File: src/rtl/regfile_wr_arbiter.sv
// regfile_wr_arbiter: round-robin sharing of the register-file write port
// among NREQ requesters, plus a 32-cycle bulk clear sequencer. All
// register-file outputs are registered; req_ready is combinational.
module regfile_wr_arbiter #(
   parameter int NREQ         = 3,
   parameter bit ZERO_PROTECT = 1'b0
) (
   input  logic              clk,
   input  logic              rst,
   input  logic [NREQ-1:0]   req_valid,
   input  logic [NREQ*5-1:0] req_addr,
   input  logic [NREQ*32-1:0] req_data,
   output logic [NREQ-1:0]   req_ready,
   input  logic              clr_req,
   output logic              busy,
   output logic              clr_done,
   output logic              rf_we,
   output logic [4:0]        rf_waddr,
   output logic [31:0]       rf_wdata,
   output logic [15:0]       wr_count
);

   typedef enum logic {IDLE, CLEAR} state_t;

   state_t        state_q, state_d;
   logic [1:0]    rr_ptr_q, rr_ptr_d;
   logic [4:0]    clr_cnt_q, clr_cnt_d;
   logic          rf_we_q, rf_we_d;
   logic [4:0]    rf_waddr_q, rf_waddr_d;
   logic [31:0]   rf_wdata_q, rf_wdata_d;
   logic          clr_done_q, clr_done_d;
   logic [15:0]   wr_count_q, wr_count_d;

   logic [NREQ-1:0] grant;
   logic            found;
   logic [4:0]      gnt_addr;
   logic [31:0]     gnt_data;
   logic [1:0]      gnt_nxt;
   logic            xfer;

   // Round-robin pick: first valid requester at or after rr_ptr, wrapping.
   always_comb begin
      int idx;
      int sel;
      int nxt;
      grant    = '0;
      found    = 1'b0;
      sel      = 0;
      gnt_addr = '0;
      gnt_data = '0;
      for (int k = 0; k < NREQ; k++) begin
         idx = int'(rr_ptr_q) + k;
         if (idx >= NREQ) idx = idx - NREQ;
         if (!found && req_valid[idx]) begin
            found = 1'b1;
            sel   = idx;
         end
      end
      for (int i = 0; i < NREQ; i++) begin
         if (found && sel == i) begin
            grant[i] = 1'b1;
            gnt_addr = req_addr[5*i +: 5];
            gnt_data = req_data[32*i +: 32];
         end
      end
      nxt = sel + 1;
      if (nxt >= NREQ) nxt = 0;
      gnt_nxt = 2'(nxt);
   end

   // Grants only while idle and not pre-empted by a clear command.
   assign req_ready = (state_q == IDLE && !clr_req && !rst) ? grant : '0;
   assign xfer      = |req_ready;

   // Next-state and registered-output computation.
   always_comb begin
      state_d    = state_q;
      rr_ptr_d   = rr_ptr_q;
      clr_cnt_d  = clr_cnt_q;
      rf_we_d    = 1'b0;
      rf_waddr_d = rf_waddr_q;
      rf_wdata_d = rf_wdata_q;
      clr_done_d = 1'b0;
      wr_count_d = wr_count_q;
      case (state_q)
         IDLE: begin
            if (clr_req) begin
               // First clear write (address 0) is issued on entry to CLEAR.
               state_d    = CLEAR;
               clr_cnt_d  = 5'd0;
               rf_we_d    = 1'b1;
               rf_waddr_d = 5'd0;
               rf_wdata_d = 32'd0;
            end else if (xfer) begin
               rr_ptr_d   = gnt_nxt;
               rf_waddr_d = gnt_addr;
               rf_wdata_d = gnt_data;
               rf_we_d    = !(ZERO_PROTECT && gnt_addr == 5'd0);
               if (wr_count_q != 16'hFFFF) wr_count_d = wr_count_q + 16'd1;
            end
         end
         CLEAR: begin
            // clr_cnt tracks the address currently on rf_waddr.
            if (clr_cnt_q == 5'd31) begin
               state_d    = IDLE;
               clr_done_d = 1'b1;
            end else begin
               clr_cnt_d  = clr_cnt_q + 5'd1;
               rf_we_d    = 1'b1;
               rf_waddr_d = clr_cnt_q + 5'd1;
               rf_wdata_d = 32'd0;
            end
         end
         default: state_d = IDLE;
      endcase
   end

   // State and output registers; reset aborts any clear in progress.
   always_ff @(posedge clk or posedge rst) begin
      if (rst) begin
         state_q    <= IDLE;
         rr_ptr_q   <= '0;
         clr_cnt_q  <= '0;
         rf_we_q    <= 1'b0;
         rf_waddr_q <= '0;
         rf_wdata_q <= '0;
         clr_done_q <= 1'b0;
         wr_count_q <= '0;
      end else begin
         state_q    <= state_d;
         rr_ptr_q   <= rr_ptr_d;
         clr_cnt_q  <= clr_cnt_d;
         rf_we_q    <= rf_we_d;
         rf_waddr_q <= rf_waddr_d;
         rf_wdata_q <= rf_wdata_d;
         clr_done_q <= clr_done_d;
         wr_count_q <= wr_count_d;
      end
   end

   assign busy     = (state_q == CLEAR);
   assign clr_done = clr_done_q;
   assign rf_we    = rf_we_q;
   assign rf_waddr = rf_waddr_q;
   assign rf_wdata = rf_wdata_q;
   assign wr_count = wr_count_q;

endmodule

File: config.mk
export PLATFORM = sky130hd
export DESIGN_NAME = regfile_wr_arbiter
export DESIGN_NICKNAME = d
export VERILOG_FILES = /design/src/rtl/regfile_wr_arbiter.sv
export SDC_FILE = /design/constraint.sdc
export NUM_CORES = 1
export LEC_CHECK = 0
export BUFFER_PORTS_ARGS = -buffer_cell sky130_fd_sc_hd__buf_4
export CELL_PAD_IN_SITES_DETAIL_PLACEMENT = 0
export CELL_PAD_IN_SITES_GLOBAL_PLACEMENT = 1
export CORE_MARGIN = 2
export CORE_UTILIZATION = 34
export CTS_CLUSTER_DIAMETER = 40
export DETAILED_ROUTE_END_ITERATION = 12
export PLACE_DENSITY_LB_ADDON = 0.1
export SYNTH_ARGS = -nofsm -noshare
export SYNTH_HDL_FRONTEND = slang
export SYNTH_SLANG_ARGS = --single-unit
File: constraint.sdc
create_clock -name clk -period 4 [get_ports clk]
set_input_delay 0.2 -clock clk [delete_from_list [all_inputs] [get_ports clk]]
set_output_delay 0.2 -clock clk [all_outputs]
set_load 0.01 [all_outputs]
; ---- After elaboration in Yosys (flattened, before gate mapping)
; Cells that the tools add are included.
[word_totals]
regBits = 63
inputBits = 117
word_cells = 96
[classes]
addsub = 8
order_cmp = 7
eq_ne = 7
mux = 47
bitwise = 2
n_reduce_logical = 17
[ops]
columns = operator, count
row1 = 32-bit 2-to-1 mux, 12
row2 = 32-bit by 4-bit < comparator with 1-bit output (second input constant), 3
row3 = 32-bit case mux with 2 select lines, 1
row4 = 5-bit 2-to-1 mux, 7
row5 = 32-bit by 2-bit adder with 32-bit output (second input constant), 1
row6 = 32-bit by 2-bit == test with 1-bit output (second input constant), 1
row7 = 32-bit by 3-bit == test with 1-bit output (second input constant), 1
row8 = 32-bit by 3-bit greater-or-equal comparator with 1-bit output (second input constant), 1
row9 = 32-bit zero test, 1
row10 = 5-bit case mux with 2 select lines, 2
row11 = 1-bit 2-to-1 mux, 18
row12 = 16-bit by 1-bit adder with 16-bit output (second input constant), 1
row13 = 16-bit != test (second input constant), 1
row14 = 3-bit by 2-bit subtractor with 4-bit output (second input constant), 2
row15 = 1-bit logical AND, 7
row16 = 1-bit binary-select mux with 2-bit select, 3
row17 = 3-bit by 2-bit greater-or-equal comparator with 1-bit output (second input constant), 2
row18 = 5-bit by 1-bit adder with 5-bit output (second input constant), 1
row19 = 5-bit == test (second input constant), 1
row20 = 1-bit zero test, 4
row21 = 2-bit != test (second input constant), 2
row22 = 1-bit case mux with 2 select lines, 2
row23 = 2-bit AND reduction, 2
row24 = 4-bit AND reduction, 1
row25 = other kinds (10), 11

; ---- Depth between registers and ports, before layout
; Gate-level depths: netlist (run 1).
[depth]
depth_word = 20
depth_mapped = 16
depth_no_buf = 14

; ---- Worst setup path after synthesis (run 1)
; OpenSTA, ideal clock, no wires.
[synth_timing]
path_type = register to register
start = register rr_ptr_q[1]
end = register rf_wdata_q[21], in the netlist rf_wdata[21]
setup_time_ps = 95
t_arrival_ps = 3320
setup_slack_ps = 584
path_stages_with_launch = 16
synth_period_minus_slack_ps = 3416
cell_sequence = dfrtp_1 inv_1 ha_1 mux2i_1 o21ai_2 or4_1 nand3_1 inv_1 ha_1 o31ai_1 inv_1 o21ai_4 buf_6 buf_4 nand3_1 o31ai_1
[synth_via]
elab_chain_cells = 20
word_cells_on_any_way = 49
classes_between = add/sub (5) / order compare (3) / eq/ne (3) / mux (28) / reduce/logical (10)
[synth_lines]
columns = item, line
row1 = start: declaration, 26  ; logic [1:0] rr_ptr_q, rr_ptr_d;
row2 = start signal: assignment, 131  ; rr_ptr_q <= rr_ptr_d;
row3 = "parallel branches: the longest is 20 deep, another holds 3-bit by 2-bit subtractor with 4-bit output", --
row4 = end signal: assignment, 135  ; rf_wdata_q <= rf_wdata_d;
row5 = end: declaration, 30  ; logic [31:0] rf_wdata_q, rf_wdata_d;
; Several ways; the timed one is not identified. The select of a mux whose other input is x is not followed.
; A chain may end at the register's enable or synchronous reset.

; ---- Worst setup path in the final report (run 1)
[layout_timing]
start = register rr_ptr_q[1]
end = register rf_waddr_q[2], in the netlist rf_waddr[2]
[layout_via]
elab_chain_cells = 20
word_cells_on_any_way = 49
classes_between = add/sub (5) / order compare (3) / eq/ne (3) / mux (28) / reduce/logical (10)
[layout_lines]
columns = item, line
row1 = "parallel branches: the longest is 20 deep, another holds 3-bit by 2-bit subtractor with 4-bit output", --
row2 = end signal: assignment, 134  ; rf_waddr_q <= rf_waddr_d;
row3 = end: declaration, 29  ; logic [4:0] rf_waddr_q, rf_waddr_d;
; Several ways; the timed one is not identified. The select of a mux whose other input is x is not followed.

==> results of run 1 <==
state kept, by name, indices dropped and copies added, names as in the netlist:
signal	flops
rf_waddr	5
rr_ptr_q	2
clr_done	1
wr_count	16
busy	1
clr_cnt_q	5
rf_we	1
rf_wdata	32
final timing paths:
path                                         startpoint                  endpoint  slack [ps]  depth (start not counted)
worst max register to register  rr_ptr_q[1]$_DFFE_PP0P_   rf_waddr[2]$_DFFE_PP0P_         280                         13
max in group asynchronous                           rst   rf_wdata[1]$_DFFE_PP0P_        2730                          4
min in group asynchronous                           rst   rr_ptr_q[0]$_DFFE_PP0P_         310                          3
worst min register to register  rf_waddr[4]$_DFFE_PP0P_   rf_waddr[4]$_DFFE_PP0P_         490                          2
worst max-delay path            rr_ptr_q[1]$_DFFE_PP0P_   rf_waddr[2]$_DFFE_PP0P_         280                         13
worst min-delay path                       req_data[82]  rf_wdata[18]$_DFFE_PP0P_         170                          3
where the power goes:
| group | internal [mW] | switching (mW) |
|---|---|---|
| clock | 0.451 | 0.273 |
| sequential | 0.724 | 0.0829 |
| combinational | 0.695 | 1.05 |
synthesized netlist by cell type (4+ instances only):
library cell   n  share of area, %
and3_1         8               1.3
nor2_1        42               4.1
nor3_1         6              0.78
mux2_2         4               1.2
a221oi_1      32               7.3
inv_1         13               1.3
buf_4          5              0.98
mux2i_1        4               1.0
a21oi_1        4              0.52
nand3_1       46               6.0
o21ai_0        9               1.2
nand4_1        6              0.98
clkbuf_1      18               1.8
o31ai_1       35               6.9
nand2_1       19               1.9
a22oi_1        6               1.2
dfrtp_1       63                41
xnor2_1       13               3.0
ha_1          19               6.2
buf_2          4              0.52
timing repair:
item | CTS | global route
hold endpoints to repair | 4 | 0
hold buffers | 1 | 0
gates resized for setup | 0 | 2
endpoints found under the setup margin | 0 | 28
buffers inserted | 0 | 2
layer usage:
metal	vias to the layer above	GRT usage (%)	wire length [um]
met2	125	31.4	6100
met5	-	0	0
met3	14	4.17	719
li1	1886	-	-
met1	1866	25.0	5270
met4	0	7.41	204
cell type report:
cell class	count	area (sq um)	share of cell area, %
Multi-Input combinational cell	306	2120	37.5
Sequential cell	63	1580	27.9
Timing Repair Buffer	187	1450	25.7
Clock buffer	13	260	4.61
Tap cell	140	175	3.10
Inverter	13	48.8	0.865
Clock inverter	3	17.5	0.310
kinds of logic after synthesis:
family                   count (synthesis)
XOR/XNOR                                14
AO/OA/AOI/OAI                          114
flip-flops                              63
multiplexers                             8
AND/OR/NAND/NOR                        144
buffers and inverters                   42
other                                    1
adder cells (fa/ha/maj)                 19
critical path, cell delays in order, from the launching register on:
cell	delay [ps]
dfrtp_1	480
inv_1	150
ha_2	280
mux2i_1	290
o21ai_2	120
or4_1	520
nand3_1	170
inv_1	100
ha_1	250
buf_4	290
a22oi_1	280
o21ai_0	120
a32o_1	270
mux2_2	260
per-stage QoR:
| step | area, sq um | cells |
|---|---|---|
| after floorplan | 3850 | 410 |
| after CTS | 5590 | 721 |
| after global placement | 5300 | 704 |
| final | 5640 | 725 |
| after detailed placement | 5300 | 704 |
| after global routing | 5640 | 725 |
==> flow_summary.ini, run 1 <==
[status]
status = completed

[clock_tree]
cts_inserted_buffers = 9
clk_latency_ps = 330
ctsHtreeMaxLevel = 3
clkSinkCount = 63
cts_max_path_buffers = 2
cts_root_buf = clkbuf_16
cts_tree = yes
path_clk_slew_ps = 50

[grt]
grt_max_degree = 60
grt_first_pass_wirelength_mm = 17.9
grt_pass1_vias = 3591
antenna_found_initial = 0
track_usage_pct = 19.2
overflow = 0

[yosys]
synth-main-ff-cell = dfrtp_1
synth.distinct_cells = 54
postSynthAreaPerCell_sq_um = 9.47
synth_xor_xnor_area_share_pct = 3.20
synth-seq-area-share_pct = 41.1
yosys-mux-area-fraction_pct = 2.22
syn_inst = 405
synth_edf_count = 0
yosys.area_share.simple_pct = 18.4
synthesis.area_sq_mm = 0.00383
synth_compound_area_share_pct = 23.9
yosysWarnings = 0
synthAdderAreaFrac_pct = 6.20
async_flop_share_pct = 100
synth_top_family_by_area = compound AO/OA/AOI/OAI gates
ys_ff_latch = 63

[sta]
tightest_slew_ps = 923
fin_crit_sh_pct = 93.0
rsz0062_at_grt = no
finalSetupViolCount = 0
setup_tns_ps = 0
clock.fmax_ghz = 0.269
holdWs_ps = 173
finalClockSkew_ps = 8.78
relSlewSlack_pct = 38.3
fin_crit_ps = 3720
maxSlewViolCount = 0
hold_violations = 0
finalWorstSetupSlack_ps = 281

[critical_path]
critPathArrivalTime_ps = 3920
path_class = reg2reg
start_kind = register
critPathMaxFanout = 37
cp.required_ps = 4200
crit_path_end_kind = register

[routing]
detail-route-antenna-nets = 0
dr.pass1.iters = 4
wl_mm = 12.3
vias = 3891
drt_iter0_drc = 195
drc_errors = 0
wl_per_cell_um = 17.0
vias_per_cell = 5.37

[floorplanning]
coreArea_sq_mm = 0.0109
die_y_um = 110
start_util_pct = 35.1
pin_count = 176
die-area_sq_mm = 0.0121
rows = 38
fp.dieW_um = 110

[hold_path]
hold_path.class = in2reg

[final_layout]
layout.nets = 716
utilization_pct = 51.6
final_cell_mix = buf_4, dfrtp_1, nand3_1, nor2_1, o31ai_1
layout_commonest_cell = buf_4
fillers = 1037
drive_gt1_share_pct = 37.9
syn_to_final_growth_pct = 47.1
antenna_cells = 0

[power]
ir_drop_mv = 0.369
power_mw = 3.28
p_per_area_mw_per_mm2 = 581
p_leak_nw = 2.69

[placement]
dpl_worst_slack_ps = 245
gp_congestion = 0.821
hpwlAfterDp_mm = 8.60
portBuffers = 175

[run]
maxCapViolCount = 0
Note: power is estimated with default switching activity, not from simulation.
==> run 2: changes to the inputs <==
ABC_AREA = 1   (was default)
BUFFER_PORTS_ARGS = -buffer_cell sky130_fd_sc_hd__clkbuf_2   (was -buffer_cell sky130_fd_sc_hd__buf_4)
CORE_UTILIZATION = 37   (was 34)
clock period = 4.5 ns   (was 4 ns; I/O delays follow)
==> flow_summary.ini, run 2 <==
[floorplanning]
start_util_pct = 38.1
pin_count = 176
rows = 41
die-area_sq_mm = 0.0140
fp.dieW_um = 118
coreArea_sq_mm = 0.0127
die_y_um = 118

[grt]
grt_pass1_vias = 4936
antenna_found_initial = 0
track_usage_pct = 21.5
overflow = 0
grt_first_pass_wirelength_mm = 24.5
grt_max_degree = 70

[routing]
drc_errors = 0
dr.pass1.iters = 5
drt_iter0_drc = 373
wl_mm = 14.9
vias = 5084
vias_per_cell = 4.87
wl_per_cell_um = 14.3
detail-route-antenna-nets = 0

[critical_path]
crit_top_cell = nand2_1
slowest_stage = nand3_4
start_kind = register
crit_path_end_kind = register
cp.required_ps = 4710
critPathArrivalTime_ps = 3800
slowest_delay_ps = 550
critPathMaxFanout = 69
path_class = reg2reg
path_cells = inv_1 > ha_1 > inv_4 > nand2_1 > nand3_2 > nand2_2 > a21oi_2 > nand2_1 > o21ai_0 > nor2_1 > ha_1 > nand2_1 > inv_1 > nand3_4 > or2_2 > nand3_1 > nand2_1

[final_layout]
drive_gt1_share_pct = 26.6
syn_to_final_growth_pct = 25.7
utilization_pct = 47.9
antenna_cells = 0
multi_input_area_sq_mm = 0.00276
seq_area_sq_mm = 0.00158
final_cell_mix = nand2_1, clkbuf_2, nand3_1, inv_1, dfrtp_1
fillers = 1386
fin_area_sq_mm = 0.00609
layout.nets = 1002
largest_reg_flops = 32
layout_commonest_cell = nand2_1

[run]
maxCapViolCount = 0

[yosys]
synth-seq-area-share_pct = 32.5
yosys.area.top_type_share_pct = 32.5
synthesis.area_sq_mm = 0.00484
ys_ff_latch = 63
synth.distinct_cells = 36
synth_edf_count = 0
synth-main-ff-cell = dfrtp_1
yosysWarnings = 0
postSynthAreaPerCell_sq_um = 6.82
yosys.area.top_type = dfrtp_1
synth.area.top_cells = dfrtp_1, nand2_1, nand3_1, nand4_1, inv_1
yosysMostFrequentCell = nand2_1
ys_top_cells_by_count = nand2_1, nand3_1, inv_1
async_flop_share_pct = 100
syn_inst = 710

[sta]
tightest_slew_ps = 662
clock.fmax_ghz = 0.278
finalClockSkew_ps = 10.4
fin_crit_ps = 3590
maxSlewViolCount = 0
finalSetupViolCount = 0
rsz0062_at_grt = no
hold_violations = 0
fin_crit_sh_pct = 79.8
setup_tns_ps = 0
relSlewSlack_pct = 55.4

[placement]
portBuffers = 175
hpwlAfterDp_mm = 11.1
gp_congestion = 0.811
place_area_sq_mm = 0.00578

[power]
ir_drop_mv = 0.222
p_leak_nw = 3.55
p_per_area_mw_per_mm2 = 369

[clock_tree]
cts_root_buf = clkbuf_16
clkSinkCount = 63
cts_inserted_buffers = 9
cts_max_path_buffers = 2
cts_tree = yes
clk_latency_ps = 330
ctsHtreeMaxLevel = 3
path_clk_slew_ps = 60
cts_setup_buffers = 0

[status]
status = completed

[hold_path]
hold_path.class = in2reg
-- run 2: final cells by class --
class / instances / area share [%]
multi-input cells: 528 / 45.3
flip-flops and latches: 63 / 25.9
repair buffers: 183 / 15.4
inverters: 81 / 5.03
clock buffers: 9 / 3.70
well taps: 172 / 3.53
clock inverters: 7 / 1.19
-- run 2: layer usage --
| metal | track usage, % | up-vias | share of wire [%] |
|---|---|---|---|
| met5 | 0 | - | 0 |
| met4 | 4.84 | 0 | 1.0 |
| met3 | 5.36 | 11 | 6.6 |
| met1 | 29.2 | 2321 | 46 |
| li1 | - | 2604 | - |
| met2 | 34.5 | 148 | 46 |
-- run 2: critical path, delay by kind of cell, from the launching register on --
kind	cells	cell delay, ps
flip-flops	1	430
AO/OA/AOI/OAI	2	130
buffers and inverters	3	420
adder cells (fa/ha/maj)	2	680
AND/OR/NAND/NOR	10	1810
-- run 2: per-stage QoR --
step                      hold WS (ps)  instances  setup slack (ps)  power (mW)
after global routing               231       1043               531        2.43
after detailed placement           344       1026               902        1.57
after CTS                          213       1043               898        2.28
after global placement             329       1026              1040        1.56
after floorplan                    448        715              1480        1.31
final                              220       1043               907        2.25
-- run 2: path summary, 6_finish.rpt --
path / cells past startpoint / slack, ps / end / start
max in group asynchronous: 4 / 3070 / rf_wdata[14]$_DFFE_PP0P_ / rst
max: 17 / 910 / rf_wdata[6]$_DFFE_PP0P_ / rr_ptr_q[1]$_DFFE_PP0P_
min reg2reg: 2 / 500 / clr_cnt_q[4]$_DFFE_PP0P_ / clr_cnt_q[4]$_DFFE_PP0P_
min: 4 / 220 / rf_wdata[10]$_DFFE_PP0P_ / req_data[74]
max reg2reg: 17 / 910 / rf_wdata[6]$_DFFE_PP0P_ / rr_ptr_q[1]$_DFFE_PP0P_
min in group asynchronous: 3 / 520 / clr_done$_DFF_PP0_ / rst
-- run 2: timing repair --
item | 4_1_cts | 5_1_grt
hold endpoints to repair | 21 | 0
hold buffers | 1 | 0
resized for setup | 0 | 0
-- run 2: logic make-up after synthesis --
kind of cell               after synthesis  synth area share (%)
AOI/OAI and AO/OA                       12                  1.55
DFF                                     63                  32.5
other                                    1                0.0774
xor gates and xnor gates                14                  2.53
and+or+nand+nor                        477                  47.5
buffers and inverters                  124                  10.9
adders and majority gates               19                  4.91
-- run 2: report_power, final --
| group | switching [mW] | total, mW | leakage (nW) | internal [mW] |
|---|---|---|---|---|
| clock network | 0.267 | 0.697 | 0.142 | 0.429 |
| logic | 0.565 | 0.866 | 2.56 | 0.300 |
| registers | 0.0526 | 0.687 | 0.847 | 0.634 |
| total | 0.885 | 2.25 | 3.55 | 1.36 |
